--- src/rtl/onn_ctrl_pkg.sv ---
// Shared types and defaults for the ONN neuron control block.
// The CNT_W/TIMEOUT defaults are also used by the phase-update stage.
package onn_ctrl_pkg;

   localparam int unsigned PEM_CNT_W   = 16;
   localparam int unsigned PEM_TIMEOUT = 4095;

   typedef enum logic [2:0] {
      S_IDLE,
      S_ARM,
      S_WAIT_FIRST,
      S_MEASURE,
      S_REPORT
   } pem_state_t;

endpackage

--- src/rtl/phase_err_meter_if.sv ---
// Detector/report bundle for phase_err_meter.
// master = the meter itself; slave = detector plus downstream consumer.
interface phase_err_meter_if #(
   parameter int unsigned CNT_W = onn_ctrl_pkg::PEM_CNT_W
);
   logic           en;
   logic           nin;
   logic           nout;
   logic           flag;
   logic           re;
   logic [CNT_W:0] err;
   logic           err_valid;
   logic           lead;
   logic           timeout;
   logic           mismatch;

   modport master (
      input  en, nin, nout, flag,
      output re, err, err_valid, lead, timeout, mismatch
   );

   modport slave (
      output en, nin, nout, flag,
      input  re, err, err_valid, lead, timeout, mismatch
   );
endinterface

--- src/rtl/phase_err_meter_edge_pulse.sv ---
// Registered rising-edge detector: a rise sampled at cycle t pulses at t+1,
// matching the alignment of the lead/lag detector's internal pulses.
module edge_pulse (
   input  logic clk,
   input  logic rst_n,
   input  logic i_d,
   output logic o_pulse
);
   logic r_prev;
   logic r_pulse;

   always_ff @(posedge clk) begin
      if (!rst_n) begin
         r_prev  <= 1'b0;
         r_pulse <= 1'b0;
      end else begin
         r_prev  <= i_d;
         r_pulse <= i_d & ~r_prev;
      end
   end

   assign o_pulse = r_pulse;
endmodule

--- src/rtl/phase_err_meter.sv ---
// Per-neuron phase-error meter: re-arms the lead/lag detector, times the gap
// between nin and nout rising edges and reports a signed error in cycles.
module phase_err_meter
   import onn_ctrl_pkg::*;
#(
   parameter int unsigned CNT_W   = PEM_CNT_W,
   parameter int unsigned TIMEOUT = PEM_TIMEOUT
) (
   input logic               clk,
   input logic               rst_n,
   phase_err_meter_if.master bus
);
   pem_state_t     r_state, w_state_nxt;
   logic [CNT_W-1:0] r_cnt, w_cnt_nxt;
   logic           r_lead_cur, w_lead_cur_nxt;
   logic [CNT_W:0] r_err, w_err_nxt;
   logic           r_lead, w_lead_nxt;
   logic           r_mismatch, w_mismatch_nxt;
   logic           w_re, w_err_valid, w_timeout;
   logic           w_pin, w_pout;
   logic           w_at_limit;
   logic [CNT_W:0] w_gap_ext;

   edge_pulse u_pin (
      .clk     (clk),
      .rst_n   (rst_n),
      .i_d     (bus.nin),
      .o_pulse (w_pin)
   );

   edge_pulse u_pout (
      .clk     (clk),
      .rst_n   (rst_n),
      .i_d     (bus.nout),
      .o_pulse (w_pout)
   );

   assign w_at_limit = (r_cnt == CNT_W'(TIMEOUT));
   // Widened before the +1 so the gap can reach TIMEOUT+1 without wrapping.
   assign w_gap_ext  = {1'b0, r_cnt} + {{CNT_W{1'b0}}, 1'b1};

   always_ff @(posedge clk) begin
      if (!rst_n) begin
         r_state    <= S_IDLE;
         r_cnt      <= '0;
         r_lead_cur <= 1'b0;
         r_err      <= '0;
         r_lead     <= 1'b0;
         r_mismatch <= 1'b0;
      end else begin
         r_state    <= w_state_nxt;
         r_cnt      <= w_cnt_nxt;
         r_lead_cur <= w_lead_cur_nxt;
         r_err      <= w_err_nxt;
         r_lead     <= w_lead_nxt;
         r_mismatch <= w_mismatch_nxt;
      end
   end

   always_comb begin
      w_state_nxt    = r_state;
      w_cnt_nxt      = r_cnt;
      w_lead_cur_nxt = r_lead_cur;
      w_err_nxt      = r_err;
      w_lead_nxt     = r_lead;
      w_mismatch_nxt = r_mismatch;
      w_re           = 1'b0;
      w_err_valid    = 1'b0;
      w_timeout      = 1'b0;

      unique case (r_state)
         S_IDLE: begin
            w_cnt_nxt = '0;
            if (bus.en) w_state_nxt = S_ARM;
         end
         S_ARM: begin
            w_re        = 1'b1;
            w_cnt_nxt   = '0;
            w_state_nxt = S_WAIT_FIRST;
         end
         S_WAIT_FIRST: begin
            w_cnt_nxt = r_cnt + 1'b1;
            if (w_pin && w_pout) begin
               w_err_nxt   = '0;
               w_lead_nxt  = 1'b1;
               w_state_nxt = S_REPORT;
            end else if (w_pin || w_pout) begin
               w_lead_cur_nxt = w_pin;
               w_cnt_nxt      = '0;
               w_state_nxt    = S_MEASURE;
            end else if (w_at_limit) begin
               w_timeout   = 1'b1;
               w_state_nxt = S_IDLE;
            end
         end
         S_MEASURE: begin
            w_cnt_nxt = r_cnt + 1'b1;
            // Only the trailing wave's edge closes the gap; leader repeats fall through.
            if (r_lead_cur ? w_pout : w_pin) begin
               w_err_nxt   = r_lead_cur ? w_gap_ext : -w_gap_ext;
               w_lead_nxt  = r_lead_cur;
               w_state_nxt = S_REPORT;
            end else if (w_at_limit) begin
               w_timeout   = 1'b1;
               w_state_nxt = S_IDLE;
            end
         end
         S_REPORT: begin
            w_err_valid = 1'b1;
            if (bus.flag != r_lead) w_mismatch_nxt = 1'b1;
            w_state_nxt = bus.en ? S_ARM : S_IDLE;
         end
         default: w_state_nxt = S_IDLE;
      endcase
   end

   assign bus.re        = w_re;
   assign bus.err       = r_err;
   assign bus.err_valid = w_err_valid;
   assign bus.lead      = r_lead;
   assign bus.timeout   = w_timeout;
   assign bus.mismatch  = r_mismatch;
endmodule

--- src/flat_wrapper.sv ---
// flat-port wrapper written by rule: the top's interface ports become plain ports
module phase_err_meter_flat import onn_ctrl_pkg::*;
#(
   parameter int unsigned CNT_W   = PEM_CNT_W,
   parameter int unsigned TIMEOUT = PEM_TIMEOUT
)
  (clk, rst_n, bus_en, bus_nin, bus_nout, bus_flag, bus_re, bus_err, bus_err_valid, bus_lead, bus_timeout, bus_mismatch);
  phase_err_meter_if #(.CNT_W(CNT_W)) bus_i ();
  input logic clk;
  input logic rst_n;
  input wire logic [$bits(bus_i.en)-1:0] bus_en;
  input wire logic [$bits(bus_i.nin)-1:0] bus_nin;
  input wire logic [$bits(bus_i.nout)-1:0] bus_nout;
  input wire logic [$bits(bus_i.flag)-1:0] bus_flag;
  output wire logic [$bits(bus_i.re)-1:0] bus_re;
  output wire logic [$bits(bus_i.err)-1:0] bus_err;
  output wire logic [$bits(bus_i.err_valid)-1:0] bus_err_valid;
  output wire logic [$bits(bus_i.lead)-1:0] bus_lead;
  output wire logic [$bits(bus_i.timeout)-1:0] bus_timeout;
  output wire logic [$bits(bus_i.mismatch)-1:0] bus_mismatch;
  assign bus_i.en = bus_en;
  assign bus_i.nin = bus_nin;
  assign bus_i.nout = bus_nout;
  assign bus_i.flag = bus_flag;
  assign bus_re = bus_i.re;
  assign bus_err = bus_i.err;
  assign bus_err_valid = bus_i.err_valid;
  assign bus_lead = bus_i.lead;
  assign bus_timeout = bus_i.timeout;
  assign bus_mismatch = bus_i.mismatch;
  phase_err_meter #(.CNT_W(CNT_W), .TIMEOUT(TIMEOUT)) u_core (.clk(clk), .rst_n(rst_n), .bus(bus_i));
endmodule
--- config.mk ---
export PLATFORM = sky130hd
export DESIGN_NAME = phase_err_meter_flat
export DESIGN_NICKNAME = d
export VERILOG_FILES = /design/src/rtl/onn_ctrl_pkg.sv /design/src/rtl/phase_err_meter_if.sv /design/src/rtl/phase_err_meter_edge_pulse.sv /design/src/rtl/phase_err_meter.sv /design/src/flat_wrapper.sv
export SDC_FILE = /design/constraint.sdc
export NUM_CORES = 1
export LEC_CHECK = 0
export CAP_MARGIN = 5
export CORE_MARGIN = 2
export CORE_UTILIZATION = 55
export CTS_CLUSTER_SIZE = 20
export DETAILED_ROUTE_END_ITERATION = 12
export PLACE_DENSITY_LB_ADDON = 0.08
export SLEW_MARGIN = 20
export SYNTH_ARGS = -nofsm -noshare
export SYNTH_HDL_FRONTEND = slang
export SYNTH_SLANG_ARGS = --single-unit
export TNS_END_PERCENT = 10
--- constraint.sdc ---
create_clock -name clk -period 4.7 [get_ports clk]
set_input_delay 0.94 -clock clk [delete_from_list [all_inputs] [get_ports clk]]
set_output_delay 0.94 -clock clk [all_outputs]
set_load 0.01 [all_outputs]
==> results of run 1 <==
## how the worst max path moves through the flow
stage | start | endpoint | slack [ns] | depth (start not counted)
3_5_place_dp | u_core.r_cnt[0] | bus_timeout | 1.02 | 7
6_report | u_core.r_cnt[0] | bus_timeout | 0.65 | 7
2_1_floorplan | u_core.r_cnt[1] | bus_timeout | 2.22 | 5
4_1_cts | u_core.r_cnt[0] | bus_timeout | 0.67 | 7
5_1_grt | u_core.r_cnt[0] | bus_timeout | 0.50 | 7
3_3_place_gp | u_core.r_cnt[0] | bus_timeout | 1.12 | 7
## synthesized netlist by cell type, types with 5 or more instances
master and instances:
nor2_1 44, dfxtp_1 43, a21oi_1 31, xnor2_1 26, o21ai_0 20, nand2_1 19, nand3_1 16, clkbuf_1 13
nor3_1 12, a22oi_1 11, nor2b_1 8, xor2_1 7, or3_1 6, and2_1 5, buf_2 5, nor4_1 5
## power groups by stage
| stage | combinational, µW | clock [µW] | sequential [µW] |
|---|---|---|---|
| after CTS | 65.8 | 242 | 380 |
| final | 66.2 | 234 | 380 |
| after global routing | 73.6 | 254 | 382 |
| after floorplan | 50.6 | 0 | 382 |
| after detailed placement | 65.5 | 0 | 389 |
| after global placement | 65.2 | 0 | 388 |
## cells by family (layout without fill, tap and decap cells)
family / Yosys count / in the layout
and+or+nand+nor: 139 / 139
AOI/OAI and AO/OA: 89 / 89
DFF: 43 / 43
xor gates and xnor gates: 34 / 34
buffers and inverters: 30 / 41
muxes: 2 / 2
adders and majority gates: 1 / 1
## routing by layer
metal / vias to the layer above / global-route usage (%) / part of all wire [%]
li1: 1216 / - / -
met1: 1132 / 33.2 / 46
met2: 73 / 40.1 / 47
met3: 14 / 4.28 / 4.5
met4: 0 / 10.9 / 2.2
met5: - / 0 / 0
## layout make-up
| type | instances | area [µm²] | area share, % |
|---|---|---|---|
| clock buffers | 6 | 72.6 | 2.47 |
| clock inverters | 2 | 12.5 | 0.426 |
| inverters | 4 | 15.0 | 0.511 |
| multi-input cells | 265 | 1620 | 55.3 |
| flip-flops and latches | 43 | 861 | 29.3 |
| well taps | 54 | 67.6 | 2.30 |
| repair buffers | 29 | 285 | 9.71 |
## stage by stage
step	cells	cell area, µm²
2_1_floorplan	338	2620
3_3_place_gp	395	2850
3_5_place_dp	395	2850
4_1_cts	403	2930
5_1_grt	403	2940
6_report	403	2940
## registers in the layout, indices dropped and copies added (netlist names)
name and flops:
u_core.bus.err 17, u_core.bus.lead 1, u_core.bus.mismatch 1, u_core.r_cnt 16, u_core.r_lead_cur 1, u_core.r_state 3
u_core.u_pin.o_pulse 1, u_core.u_pin.r_prev 1, u_core.u_pout.o_pulse 1, u_core.u_pout.r_prev 1
## worst max-delay path, stage by stage (launching register included)
cell             delay [ns]
dfxtp_1                0.55
ha_1                   0.46
nand3_1                0.12
buf_4                  0.20
nor2_1                 0.38
nand3_1                0.27
nor3_1                 0.26
clkdlybuf4s50_1        0.57
==> results.toml, run 1 <==
[status]
status = "finished, final reports clean"

[routing]
ant_nets = 0
drc = 0
post_drt_wl_per_cell_um = 15.7
wl_um = 6330
vias = 2435
firstDrtPassIters = 4
drtIter0Drc = 204
vias_per_cell = 6.04

[sta]
tightestPinTransition_ns = 0.833
finClkSkew_ns = 0.00431
post-route-period-util_pct = 86.1
slew_viol_final = 0
post-route-min-period_ns = 4.05
rsz0062_at_grt = "no"
final.setup.tns_ns = 0
clock.fmax_ghz = 0.247
hold_violations = 0
max_slew_margin_pct = 44.2
fin_ws_ns = 0.652
hold_slack_ns = 0.386
setup_viol = 0

[worst_setup_path]
crit_fanout = 11
cp.required_ns = 3.76
r2r_cells = 9
end_kind = "output pin"
r2r_start = "u_core.r_cnt[0]"
reg2reg_slack_ns = 1.78
r2r-end = "u_core.bus.err[13]"
critPathLaunchType = "flip-flop"
path_class = "flip-flop to output pin"
cp.arrival_ns = 3.11

[finish]
drive_gt1_share_pct = 6.02
antenna-diode-count = 0
n_fill_cell = 434
syn2layout_area_growth_pct = 12.2
final_core_util_pct = 63.0
layout_common_cells = "nor2_1 (44), dfxtp_1 (43), a21oi_1 (31)"
nNetsFinal = 355
final_common_cell = "nor2_1"

[clock_tree]
worstSkewPairLatency_ns = 0.29
htree_num_levels = 2
cts-buffers-inserted = 5
cts_tree = "done"
post_cts_resized = 0
hold_buffers = 0
postCtsSetupBuffers = 0
path_clk_slew_ns = 0.08
cts.sink_count = 43
clockRootBuffer = "clkbuf_8"
cts_buffer_depth = 2

[pwr]
pwr-share-seq_pct = 55.9
ir_drop_v = 0.000174
powerDensity_mw_per_mm2 = 232
p_total_uw = 680
swShare_pct = 26.2
p_int_uw = 502
clockPowerShare_pct = 34.4
p_leak_uw = 0.00102
p_sw_uw = 178
pwr-share-comb_pct = 9.7

[yosys]
synth-xor-area-share_pct = 11.7
ys.flop_type = "dfxtp_1"
synthSimpleGateAreaFrac_pct = 27.7
synth-compound-area-share_pct = 21.3
ys_seq_area_share_pct = 32.9
ys_warn_count = 0
syn_area_mm2 = 0.00262
synthTopCellsByArea = "dfxtp_1 (33%), xnor2_1 (8.7%), nor2_1 (6.3%)"
synth_area_leader_cell = "dfxtp_1"
synthCells = 338
synth_edf_count = 0
syn_nets = 345
async_flop_share_pct = 0
synth_top_family_by_area = "simple AND/OR/NAND/NOR gates"
synth_seq_cells = 43
syn_avg_cell_area_um2 = 7.74
synthAdderAreaFrac_pct = 0.478
synthMuxAreaShare_pct = 0.765
yosysUniqueCellTypes = 55
synth_top_area_share_pct = 32.9

[place]
dp_hpwl_um = 4390
place.gp.congestion = 0.863
dpl_worst_slack_ns = 1.02
io_buffers = 27

[grt]
grt_pass1_vias = 2249
grt-ovfl-total = 0
grt_max_degree = 30
grt_use_total_pct = 25.1
grt_pass1_wl_um = 10500
antenna_found_initial = 0

[floorplanning]
num_rows = 25
io_pins = 28
dieArea_mm2 = 0.00533
fp.dieW_um = 73.0
coreArea_mm2 = 0.00466
die_h_um = 73.0
start_util_pct = 56.2

[min_path]
hold_end = "u_core.u_pout.o_pulse"
hp-class = "flip-flop to flip-flop"
holdPathStages = 1
worstHoldStart = "u_core.u_pout.r_prev"

[flow_run]
maxCapViolCount = 0
Note: power is estimated with default switching activity, not from simulation.
==> inputs of run 2 (changes only) <==
CORE_MARGIN = unset   (was 2)
CORE_UTILIZATION = 40   (was 55)
==> run 2 against run 1 <==
Compared with the run above: non-clock buffer count shrank 1; total power grew 2.1%; clock power grew 6%; sequential share of layout area shrank 0.24 points; final area grew 0.81%; sequential power is essentially flat; die area grew 29%; maximum frequency shrank 4.7%; final cell count grew 5.2%; combinational power grew 0.9%; critical path depth shrank 1; first-iteration DRC count shrank 57%; critical path type unchanged; largest power group unchanged; highest routed layer unchanged.
==> results.toml, run 2 (synthesized netlist as in run 1, its figures left out) <==
[grt]
grt_use_total_pct = 19.5
antenna_found_initial = 0
grt_max_degree = 31
grt-ovfl-total = 0
grt_pass1_wl_um = 10900
grt_pass1_vias = 2149

[clock_tree]
htree_num_levels = 2
cts_buffer_depth = 2
post_cts_resized = 0
worstSkewPairLatency_ns = 0.30
clockRootBuffer = "clkbuf_8"
postCtsSetupBuffers = 0
cts.sink_count = 43
cts_tree = "done"
hold_buffers = 0
cts-buffers-inserted = 5
path_clk_slew_ns = 0.08

[finish]
largest_reg_flops = 17
drive_gt1_share_pct = 5.76
syn2layout_area_growth_pct = 13.1
antenna-diode-count = 0
final_common_cell = "nor2_1"
nNetsFinal = 354
n_fill_cell = 647
layout_common_cells = "nor2_1 (44), dfxtp_1 (43), a21oi_1 (31)"

[worst_setup_path]
cp.arrival_ns = 3.31
path_class = "flip-flop to output pin"
end_kind = "output pin"
crit_fanout = 11
cp.required_ns = 3.76
critPathLaunchType = "flip-flop"

[sta]
rsz0062_at_grt = "no"
max_slew_margin_pct = 40.8
tightestPinTransition_ns = 0.884
setup_viol = 0
fin_ws_ns = 0.453
hold_violations = 0
slew_viol_final = 0
final.setup.tns_ns = 0
finClkSkew_ns = 0.00336
hold_slack_ns = 0.391
post-route-min-period_ns = 4.25
post-route-period-util_pct = 90.4
clock.fmax_ghz = 0.235

[place]
dp_hpwl_um = 4450
place.gp.congestion = 0.812
io_buffers = 27
dpl_worst_slack_ns = 0.798

[routing]
drc = 0
wl_um = 6610
ant_nets = 0
vias = 2378
vias_per_cell = 5.61
post_drt_wl_per_cell_um = 15.6
drtIter0Drc = 88
firstDrtPassIters = 4

[pwr]
ir_drop_v = 0.000165
p_leak_uw = 0.00103
powerDensity_mw_per_mm2 = 234

[floorplanning]
start_util_pct = 41.2
die_h_um = 82.9
num_rows = 29
fp.dieW_um = 82.9
io_pins = 28
dieArea_mm2 = 0.00687
coreArea_mm2 = 0.00635

[flow_run]
maxCapViolCount = 0

[status]
status = "finished, final reports clean"

[min_path]
hp-class = "flip-flop to flip-flop"
==> run 2: through the flow <==
step	total power (µW)	area [µm²]	util, %	cells
CTS	706	2960	46.6	424
detailed placement	456	2870	45.3	417
floorplan	432	2620	-	338
global placement	455	2870	45.2	417
finish	694	2960	46.6	424
global route	724	2960	46.6	424
==> run 2: report_power, final <==
part           switching (µW)  internal, µW  leakage, µW
registers                10.9           369     0.000348
logic                    38.1          28.7     0.000631
clock network             132           116    0.0000470
total                     181           514      0.00103
==> run 2: per-layer routing <==
metal,global-route usage [%],share of wire [%],up-vias
li1,-,-,1210
met1,26.7,49,1115
met2,31.2,46,44
met3,3.08,3.3,9
met4,6.90,1.6,0
met5,0,0,-
==> run 2: worst max-delay path, stage by stage, from the launching register on <==
cell,delay (ns)
dfxtp_1,0.55
ha_1,0.45
nand3_1,0.38
nor2_1,0.50
nand3_1,0.29
nor3_1,0.27
clkdlybuf4s50_1,0.57
==> run 2: cell type report <==
cell class	count	area, µm²	share of cell area, %
clock buffers	6	82.6	2.79
clock inverters	1	5.00	0.169
well taps	77	96.3	3.25
flip-flops and latches	43	861	29.1
multi-input cells	265	1620	54.8
inverters	4	15.0	0.507
repair buffers	28	278	9.38
==> run 2: final timing paths <==
kind                        start               endpoint  slack, ns  depth (start not counted)
max               u_core.r_cnt[0]            bus_timeout       0.45                          6
min          u_core.u_pout.r_prev  u_core.u_pout.o_pulse       0.39                          1
max reg2reg       u_core.r_cnt[0]     u_core.bus.err[15]       1.55                          8
min reg2reg  u_core.u_pout.r_prev  u_core.u_pout.o_pulse       0.39                          1
